## config.mk

```make
export PLATFORM = sky130hd
export DESIGN_NAME = alu_scheduler_flat
export DESIGN_NICKNAME = d
export VERILOG_FILES = /design/src/rtl/alu_scheduler_if.sv /design/src/rtl/alu_scheduler.sv /design/src/flat_wrapper.sv
export SDC_FILE = /design/constraint.sdc
export NUM_CORES = 1
export LEC_CHECK = 0
export ABC_AREA = 1
export ABC_CLOCK_PERIOD_IN_PS = 3400
export CORE_MARGIN = 2
export CORE_UTILIZATION = 44
export CTS_CLUSTER_DIAMETER = 40
export DETAILED_ROUTE_END_ITERATION = 8
export PLACE_DENSITY = 0.86
export SYNTH_ARGS = -nofsm -noshare
export SYNTH_HDL_FRONTEND = slang
export SYNTH_SLANG_ARGS = --single-unit
```

## constraint.sdc

```tcl
create_clock -name clk -period 3.4 [get_ports clk]
set_input_delay 0.68 -clock clk [delete_from_list [all_inputs] [get_ports clk]]
set_output_delay 0.68 -clock clk [all_outputs]
set_load 0.01 [all_outputs]
```

## src/rtl/alu_scheduler_if.sv

```systemverilog
// Requester handshakes, ALU-side wiring and status of the shared ALU scheduler.
// The slave modport is the scheduler; the master modport is the surrounding core.
interface alu_scheduler_if;
  logic        req0, fwe0, gnt0, done0;
  logic [2:0]  op0;
  logic [15:0] a0, b0;
  logic        req1, fwe1, gnt1, done1;
  logic [2:0]  op1;
  logic [15:0] a1, b1;
  logic [2:0]  alu_operation;
  logic [15:0] alu_operand1, alu_operand2, alu_result;
  logic        alu_carry;
  logic        flags_ld;
  logic [2:0]  flags_ld_val;
  logic [15:0] result;
  logic [2:0]  flags;
  logic        busy;

  modport slave (
    input  req0, op0, a0, b0, fwe0, req1, op1, a1, b1, fwe1,
    input  alu_result, alu_carry, flags_ld, flags_ld_val,
    output gnt0, done0, gnt1, done1,
    output alu_operation, alu_operand1, alu_operand2,
    output result, flags, busy
  );

  modport master (
    output req0, op0, a0, b0, fwe0, req1, op1, a1, b1, fwe1,
    output alu_result, alu_carry, flags_ld, flags_ld_val,
    input  gnt0, done0, gnt1, done1,
    input  alu_operation, alu_operand1, alu_operand2,
    input  result, flags, busy
  );
endinterface

```

## src/rtl/alu_scheduler.sv

```systemverilog
// Arbitrates the shared 16-bit ALU between execute (req0) and the SP/address unit
// (req1), sequences each operation and owns the {N,Z,C} condition codes.
//
// state | meaning
// IDLE  | no operation in flight; grant point
// EXEC  | latched op/operands drive the ALU; result/flags captured at cycle end
// DONE  | done pulses to the owner; also a grant point for back-to-back issue
module alu_scheduler #(
  parameter int MAX_WAIT = 8,
  parameter int WAIT_W   = 4
) (
  input logic          clk,
  input logic          reset_b,
  alu_scheduler_if.slave bus
);

  typedef enum logic [1:0] {
    IDLE = 2'd0,
    EXEC = 2'd1,
    DONE = 2'd2
  } state_t;

  localparam logic [WAIT_W-1:0] WAIT_MAX = WAIT_W'(MAX_WAIT);

  state_t            state, state_nxt;
  logic [WAIT_W-1:0] wait_cnt;
  logic              gnt0, gnt1, pick1;
  logic              owner, fwe_q;
  logic [2:0]        op_q;
  logic [15:0]       opa_q, opb_q;
  logic [15:0]       result_q;
  logic [2:0]        flags_q;

  // Requester 1 wins when starved or when requester 0 is absent.
  assign pick1 = bus.req1 && ((wait_cnt == WAIT_MAX) || !bus.req0);

  always_ff @(posedge clk or negedge reset_b) begin
    if (!reset_b) state <= IDLE;
    else          state <= state_nxt;
  end

  always_comb begin
    state_nxt = state;
    gnt0      = 1'b0;
    gnt1      = 1'b0;
    case (state)
      IDLE, DONE: begin
        if (bus.req0 || bus.req1) begin
          gnt1      = pick1;
          gnt0      = !pick1;
          state_nxt = EXEC;
        end else begin
          state_nxt = IDLE;
        end
      end
      EXEC:    state_nxt = DONE;
      default: state_nxt = IDLE;
    endcase
  end

  always_ff @(posedge clk or negedge reset_b) begin
    if (!reset_b) begin
      owner <= 1'b0;
      fwe_q <= 1'b0;
      op_q  <= 3'd0;
      opa_q <= 16'd0;
      opb_q <= 16'd0;
    end else if (gnt0 || gnt1) begin
      owner <= gnt1;
      fwe_q <= gnt1 ? bus.fwe1 : bus.fwe0;
      op_q  <= gnt1 ? bus.op1  : bus.op0;
      opa_q <= gnt1 ? bus.a1   : bus.a0;
      opb_q <= gnt1 ? bus.b1   : bus.b0;
    end
  end

  always_ff @(posedge clk or negedge reset_b) begin
    if (!reset_b)                  wait_cnt <= '0;
    else if (gnt1 || !bus.req1)    wait_cnt <= '0;
    else if (wait_cnt != WAIT_MAX) wait_cnt <= wait_cnt + 1'b1;
  end

  // flags_ld is applied last so a context restore beats any ALU flag update.
  always_ff @(posedge clk or negedge reset_b) begin
    if (!reset_b) begin
      result_q <= 16'd0;
      flags_q  <= 3'd0;
    end else begin
      if (state == EXEC) begin
        case (op_q)
          3'b000: begin
            result_q <= bus.alu_result;
            if (fwe_q)
              flags_q <= {bus.alu_result[15], bus.alu_result == 16'd0, bus.alu_carry};
          end
          3'b001: begin
            if (fwe_q) flags_q[0] <= 1'b1;
          end
          3'b111: begin
          end
          default: begin
            result_q <= bus.alu_result;
            if (fwe_q)
              flags_q[2:1] <= {bus.alu_result[15], bus.alu_result == 16'd0};
          end
        endcase
      end
      if (bus.flags_ld) flags_q <= bus.flags_ld_val;
    end
  end

  assign bus.gnt0          = gnt0;
  assign bus.gnt1          = gnt1;
  assign bus.done0         = (state == DONE) && !owner;
  assign bus.done1         = (state == DONE) && owner;
  assign bus.busy          = (state == EXEC);
  assign bus.alu_operation = op_q;
  assign bus.alu_operand1  = opa_q;
  assign bus.alu_operand2  = opb_q;
  assign bus.result        = result_q;
  assign bus.flags         = flags_q;

endmodule

```

## src/flat_wrapper.sv

```systemverilog
// flat-port wrapper written by rule: the top's interface ports become plain ports
module alu_scheduler_flat 
#(
  parameter int MAX_WAIT = 8,
  parameter int WAIT_W   = 4
)
  (clk, reset_b, bus_req0, bus_op0, bus_a0, bus_b0, bus_fwe0, bus_req1, bus_op1, bus_a1, bus_b1, bus_fwe1, bus_alu_result, bus_alu_carry, bus_flags_ld, bus_flags_ld_val, bus_gnt0, bus_done0, bus_gnt1, bus_done1, bus_alu_operation, bus_alu_operand1, bus_alu_operand2, bus_result, bus_flags, bus_busy);
  alu_scheduler_if bus_i ();
  input logic clk;
  input logic reset_b;
  input wire logic [$bits(bus_i.req0)-1:0] bus_req0;
  input wire logic [$bits(bus_i.op0)-1:0] bus_op0;
  input wire logic [$bits(bus_i.a0)-1:0] bus_a0;
  input wire logic [$bits(bus_i.b0)-1:0] bus_b0;
  input wire logic [$bits(bus_i.fwe0)-1:0] bus_fwe0;
  input wire logic [$bits(bus_i.req1)-1:0] bus_req1;
  input wire logic [$bits(bus_i.op1)-1:0] bus_op1;
  input wire logic [$bits(bus_i.a1)-1:0] bus_a1;
  input wire logic [$bits(bus_i.b1)-1:0] bus_b1;
  input wire logic [$bits(bus_i.fwe1)-1:0] bus_fwe1;
  input wire logic [$bits(bus_i.alu_result)-1:0] bus_alu_result;
  input wire logic [$bits(bus_i.alu_carry)-1:0] bus_alu_carry;
  input wire logic [$bits(bus_i.flags_ld)-1:0] bus_flags_ld;
  input wire logic [$bits(bus_i.flags_ld_val)-1:0] bus_flags_ld_val;
  output wire logic [$bits(bus_i.gnt0)-1:0] bus_gnt0;
  output wire logic [$bits(bus_i.done0)-1:0] bus_done0;
  output wire logic [$bits(bus_i.gnt1)-1:0] bus_gnt1;
  output wire logic [$bits(bus_i.done1)-1:0] bus_done1;
  output wire logic [$bits(bus_i.alu_operation)-1:0] bus_alu_operation;
  output wire logic [$bits(bus_i.alu_operand1)-1:0] bus_alu_operand1;
  output wire logic [$bits(bus_i.alu_operand2)-1:0] bus_alu_operand2;
  output wire logic [$bits(bus_i.result)-1:0] bus_result;
  output wire logic [$bits(bus_i.flags)-1:0] bus_flags;
  output wire logic [$bits(bus_i.busy)-1:0] bus_busy;
  assign bus_i.req0 = bus_req0;
  assign bus_i.op0 = bus_op0;
  assign bus_i.a0 = bus_a0;
  assign bus_i.b0 = bus_b0;
  assign bus_i.fwe0 = bus_fwe0;
  assign bus_i.req1 = bus_req1;
  assign bus_i.op1 = bus_op1;
  assign bus_i.a1 = bus_a1;
  assign bus_i.b1 = bus_b1;
  assign bus_i.fwe1 = bus_fwe1;
  assign bus_i.alu_result = bus_alu_result;
  assign bus_i.alu_carry = bus_alu_carry;
  assign bus_i.flags_ld = bus_flags_ld;
  assign bus_i.flags_ld_val = bus_flags_ld_val;
  assign bus_gnt0 = bus_i.gnt0;
  assign bus_done0 = bus_i.done0;
  assign bus_gnt1 = bus_i.gnt1;
  assign bus_done1 = bus_i.done1;
  assign bus_alu_operation = bus_i.alu_operation;
  assign bus_alu_operand1 = bus_i.alu_operand1;
  assign bus_alu_operand2 = bus_i.alu_operand2;
  assign bus_result = bus_i.result;
  assign bus_flags = bus_i.flags;
  assign bus_busy = bus_i.busy;
  alu_scheduler #(.MAX_WAIT(MAX_WAIT), .WAIT_W(WAIT_W)) u_core (.clk(clk), .reset_b(reset_b), .bus(bus_i));
endmodule
```

Yosys cells after proc, flatten, opt, wreduce, memory -nomap -nowiden
Cells that the tools add are included.

Register bits: 62. Bits in latches: 0. Memory bits (writable): 0. Bits in read-only memories: 0. Input port bits: 97. Output and inout port bits: 59. Memories: 0.

Add/subtract/negate cells: 1. Multiply operators: 0. Div/mod/pow operators: 0. Magnitude comparators: 0. Equal/unequal tests: 9. Shift operators: 0. Muxes and demuxes: 19. Bitwise operators: 1. Reduce and logical (&&, ||, !) cells: 23.

Operators by type and width (count): 16-bit 2-to-1 mux (2); 16-bit logical NOT (1); 3-bit 2-to-1 mux (4); 4-bit 2-to-1 mux (2); 2-bit case mux with 2 select lines (2); 1-bit 2-to-1 mux (7); 3-bit by 2-bit inequality test with 1-bit output, second input constant (2); 2-bit nonzero test (3); 4-bit by 1-bit adder with 4-bit output, second input constant (1); 4-bit == test, second input constant (1); 1-bit logical NOT (4); 1-bit logical OR (4); 4-bit inequality test, second input constant (1); 4-bit AND reduction (1); 2-bit OR reduction (2); 3-bit by 1-bit == test with 1-bit output, second input constant (1); 3-bit == test, second input constant (1); 1-bit logical AND (3); 3-bit logical NOT (1); 3-bit AND reduction (1); 3-bit nonzero test (1); 2-bit by 1-bit == test with 1-bit output, second input constant (1); 2-bit == test, second input constant (1); 2-bit logical NOT (1); 5 further kinds (5).

Longest topological paths before layout
Depth in word-level cells: 7. Gate-level depth with buffers: 10. Gate-level depth less buffers: 9.

Worst setup path before layout
No wires, ideal clock.

Path kind: input -> output. Start point: in bus_req0. End point: out bus_gnt0. Arrival time: 1.277 ns. Data required time: 2.720 ns. Setup slack: 1.443 ns. Stages on the path: 5. Buffers on the path: 1. Cell sequence: nor2_1 > nor2_4 > nand2_2 > buf_6 > inv_1.

Longest elaborated chain between the ends: 6. Elaborated cells between the ends (all ways): 7.

RTL lines: start: declaration (RTL line flat_wrapper.sv:11) `input wire logic [$bits(bus_i.req0)-1:0] bus_req0;`; 1-bit logical NOT (RTL line alu_scheduler.sv:35) `assign pick1 = bus.req1 && ((wait_cnt == WAIT_MAX) || !bus.req0);`; 1-bit logical OR (RTL line alu_scheduler.sv:35); 1-bit logical AND (RTL line alu_scheduler.sv:35); 1-bit logical NOT (RTL line alu_scheduler.sv:50) `gnt0 = !pick1;`; 1-bit 2-to-1 mux (*) (RTL line alu_scheduler.sv:48) `if (bus.req0 || bus.req1) begin`; 1-bit 2-to-1 mux (*) (RTL line alu_scheduler.sv:46) `case (state)`; end: declaration (RTL line flat_wrapper.sv:25) `output wire logic [$bits(bus_i.gnt0)-1:0] bus_gnt0;`.

Mark *: on every way between the ends. The rest lies on a longest branch, timed or not.

Worst setup path in the final report
Start point: in bus_req1. End point: out bus_gnt0.

Longest elaborated chain between the ends: 4. Elaborated cells between the ends (all ways): 5.

RTL lines: start: declaration (RTL line flat_wrapper.sv:16) `input wire logic [$bits(bus_i.req1)-1:0] bus_req1;`; 1-bit logical AND (RTL line alu_scheduler.sv:35); 1-bit logical NOT (RTL line alu_scheduler.sv:50); 1-bit 2-to-1 mux (*) (RTL line alu_scheduler.sv:48); 1-bit 2-to-1 mux (*) (RTL line alu_scheduler.sv:46).

Marks and branches as above.

==> results_dict.tcl <==
set metrics [dict create \
    status "completed" \
    cts_tree "built" \
    crit_buf_inv 3 \
    synth_nets 560 \
    grt_max_degree 40 \
    area_delta_synth_final_pct 56.0 \
    whs_ps 333 \
    skew_ps 7.88 \
    grt-ovfl-total 0 \
    path_common_cell "clkdlybuf4s50_1" \
    start_util 0.450 \
    drt_wl_total_um 8640 \
    clk_pin_slew_ps 70 \
    hpwl_um 6520 \
    p_leak_nw 2.75 \
    die_area_sq_mm 0.00804 \
    fin_util 0.702 \
    finalHoldViolations 0 \
    hold_class "in -> async" \
    diodes 0 \
    synth_cell_types 22 \
    setup_violations 0 \
    pre_cts_slack_ps 594 \
    cap_violations 0 \
    sw_frac_of_total 0.305 \
    cts_hold_buf 0 \
    drive_gt1_frac 0.0485 \
    rows 31 \
    seqCellArea_sq_mm 0.00155 \
    h-tree-depth 3 \
    power_frac_clock 0.264 \
    drt-initial-drc-count 88 \
    final_common_cell "nand2_1" \
    gp_congestion 0.782 \
    fin_cells 718 \
    worstRegToRegCells 10 \
    post_drt_wl_per_cell_um 12.0 \
    rr_startpoint "u_core.wait_cnt[0]$_DFFE_PN0P_" \
    power.share.sequential 0.373 \
    synth_seq_cells 62 \
    grt_pass1_vias 3010 \
    final_cell_area_sq_mm 0.00504 \
    ys_warn_count 0 \
    fin_crit_ps 2790 \
    syn_area_sq_mm 0.00323 \
    finalCritPeriodShare 0.820 \
    routed-via-count 3286 \
    dpl.cell_count 702 \
    cpMaxStageDelayCell "clkdlybuf4s50_1" \
    p_switching_mw 0.859 \
    die_w_um 89.7 \
    critical_path.endpoint_type "output port" \
    ys_seq_area_frac 0.480 \
    clk_latency_ps 330 \
    path_class "in -> out" \
    critPathArrivalTime_ps 2110 \
    die_y_um 89.7 \
    post_cts_resized 0 \
    grt_pass1_wl_um 13400 \
    p_comb_frac 0.363 \
    clockRootBuffer "clkbuf_8" \
    ant_nets 0 \
    dpl_cell_area_sq_mm 0.00480 \
    postCtsSetupBuffers 0 \
    layout_common_cells "nand2_1 (267), clkdlybuf4s50_1 (154), dfrtp_1 (62)" \
    drt_first_pass_iters 5 \
    ios 156 \
    cpPeakStageDelay_ps 560 \
    peakVddDrop_mv 0.221 \
    numCtsBuffers 9 \
    cts.sinks 62 \
    fmax_ghz 0.358 \
    rr_endpoint "u_core.fwe_q$_DFFE_PN0P_" \
    track_usage 0.217 \
    cp_top_family "buffers and inverters" \
    r2r_slack_ps 1640 \
    antenna_found_initial 0 \
    nets 713 \
    required_ps 2720 \
    route.detailed.drc 0 \
    vias_per_cell 4.58 \
    power_density_mw_per_mm2 560 \
    power_mw 2.82 \
    postSynthAreaPerCell_sq_um 7.01 \
    multiInputGateArea_sq_mm 0.00133 \
    crit_chain "clkdlybuf4s50_1, nor2_1, nor2_4, nand2_2, inv_1, clkdlybuf4s50_1" \
    tns_ps 0 \
    tightest_slew_ps 613 \
    relSlewSlack 0.591 \
    start_kind "input port" \
    drv_slew 0 \
    timing.final.ws_setup_ps 610 \
    postSynthCellCount 461 \
    cts_buffer_depth 2 \
    crit_fanout 5 \
    n_fill_cell 594 \
    crit_cells 6 \
    portBuffers 155 \
    rsz0062_at_grt "no" \
    coreArea_sq_mm 0.00718 \
    cell_internal_pwr_mw 1.96 \
]
## worst max path at each step
stage	start	to	slack (ps)
after floorplan	bus_req0	bus_gnt0	1440
after global placement	bus_req1	bus_gnt0	610
after detailed placement	bus_req1	bus_gnt0	590
after CTS	bus_req1	bus_gnt0	590
after global routing	bus_req1	bus_gnt0	530
final	bus_req1	bus_gnt0	610
## state kept, by name, indices dropped and copies added (netlist names)
name and count:
u_core.fwe_q 1, u_core.wait_cnt 4, u_core.bus.flags 3, u_core.bus.alu_operation 3, u_core.bus.alu_operand1 16, u_core.state 2
u_core.owner 1, u_core.bus.result 16, u_core.bus.alu_operand2 16
## power groups by stage
stage	clock (mW)	sequential [mW]	combinational [mW]
finish	0.744	1.05	1.02
global route	0.789	1.07	1.14
CTS	0.759	1.05	1.04
detailed placement	0	1.06	1.04
global placement	0	1.05	1.01
floorplan	0	1.14	0.353
## kinds of logic after synthesis
kind of cell / count (synthesis) / share of synthesized area
and+or+nand+nor: 306 / 0.379
adders and majority gates: 2 / 0.00775
xor gates and xnor gates: 2 / 0.00543
AOI/OAI and AO/OA: 13 / 0.0201
buffers and inverters: 76 / 0.107
DFF: 62 / 0.480
## Yosys cell counts
cell type / n / area, sq um
buf_6: 6 / 67.6
nand4_1: 3 / 18.8
o21ai_0: 3 / 15.0
buf_4: 1 / 7.51
nand2_4: 1 / 11.3
xor2_1: 2 / 17.5
ha_1: 2 / 25.0
nor2_1: 13 / 48.8
inv_2: 1 / 3.75
or2_2: 2 / 12.5
nor3_1: 2 / 10.0
nand2_2: 3 / 18.8
dfrtp_1: 62 / 1550
nor2_4: 1 / 11.3
nand3_1: 12 / 60.1
nand3b_4: 1 / 20.0
a21oi_1: 3 / 15.0
inv_1: 58 / 218
buf_2: 10 / 50.1
nand2_1: 267 / 1000
nand3_2: 1 / 10.0
o21ai_1: 7 / 35.0
## cell type report
cell class / count / area share
Multi-Input combinational cell: 323 / 0.264
Inverter: 59 / 0.0440
Tap cell: 99 / 0.0246
Sequential cell: 62 / 0.308
Clock inverter: 3 / 0.0129
Timing Repair Buffer: 159 / 0.313
Clock buffer: 13 / 0.0335
## metal layers
metal | part of all wire | track usage | up-vias
met5 | 0 | 0 | -
met4 | 0.015 | 0.0773 | 0
met3 | 0.081 | 0.0594 | 13
met2 | 0.49 | 0.390 | 118
met1 | 0.41 | 0.246 | 1495
li1 | - | - | 1660
No activity file was read; power rests on OpenSTA's default activity.
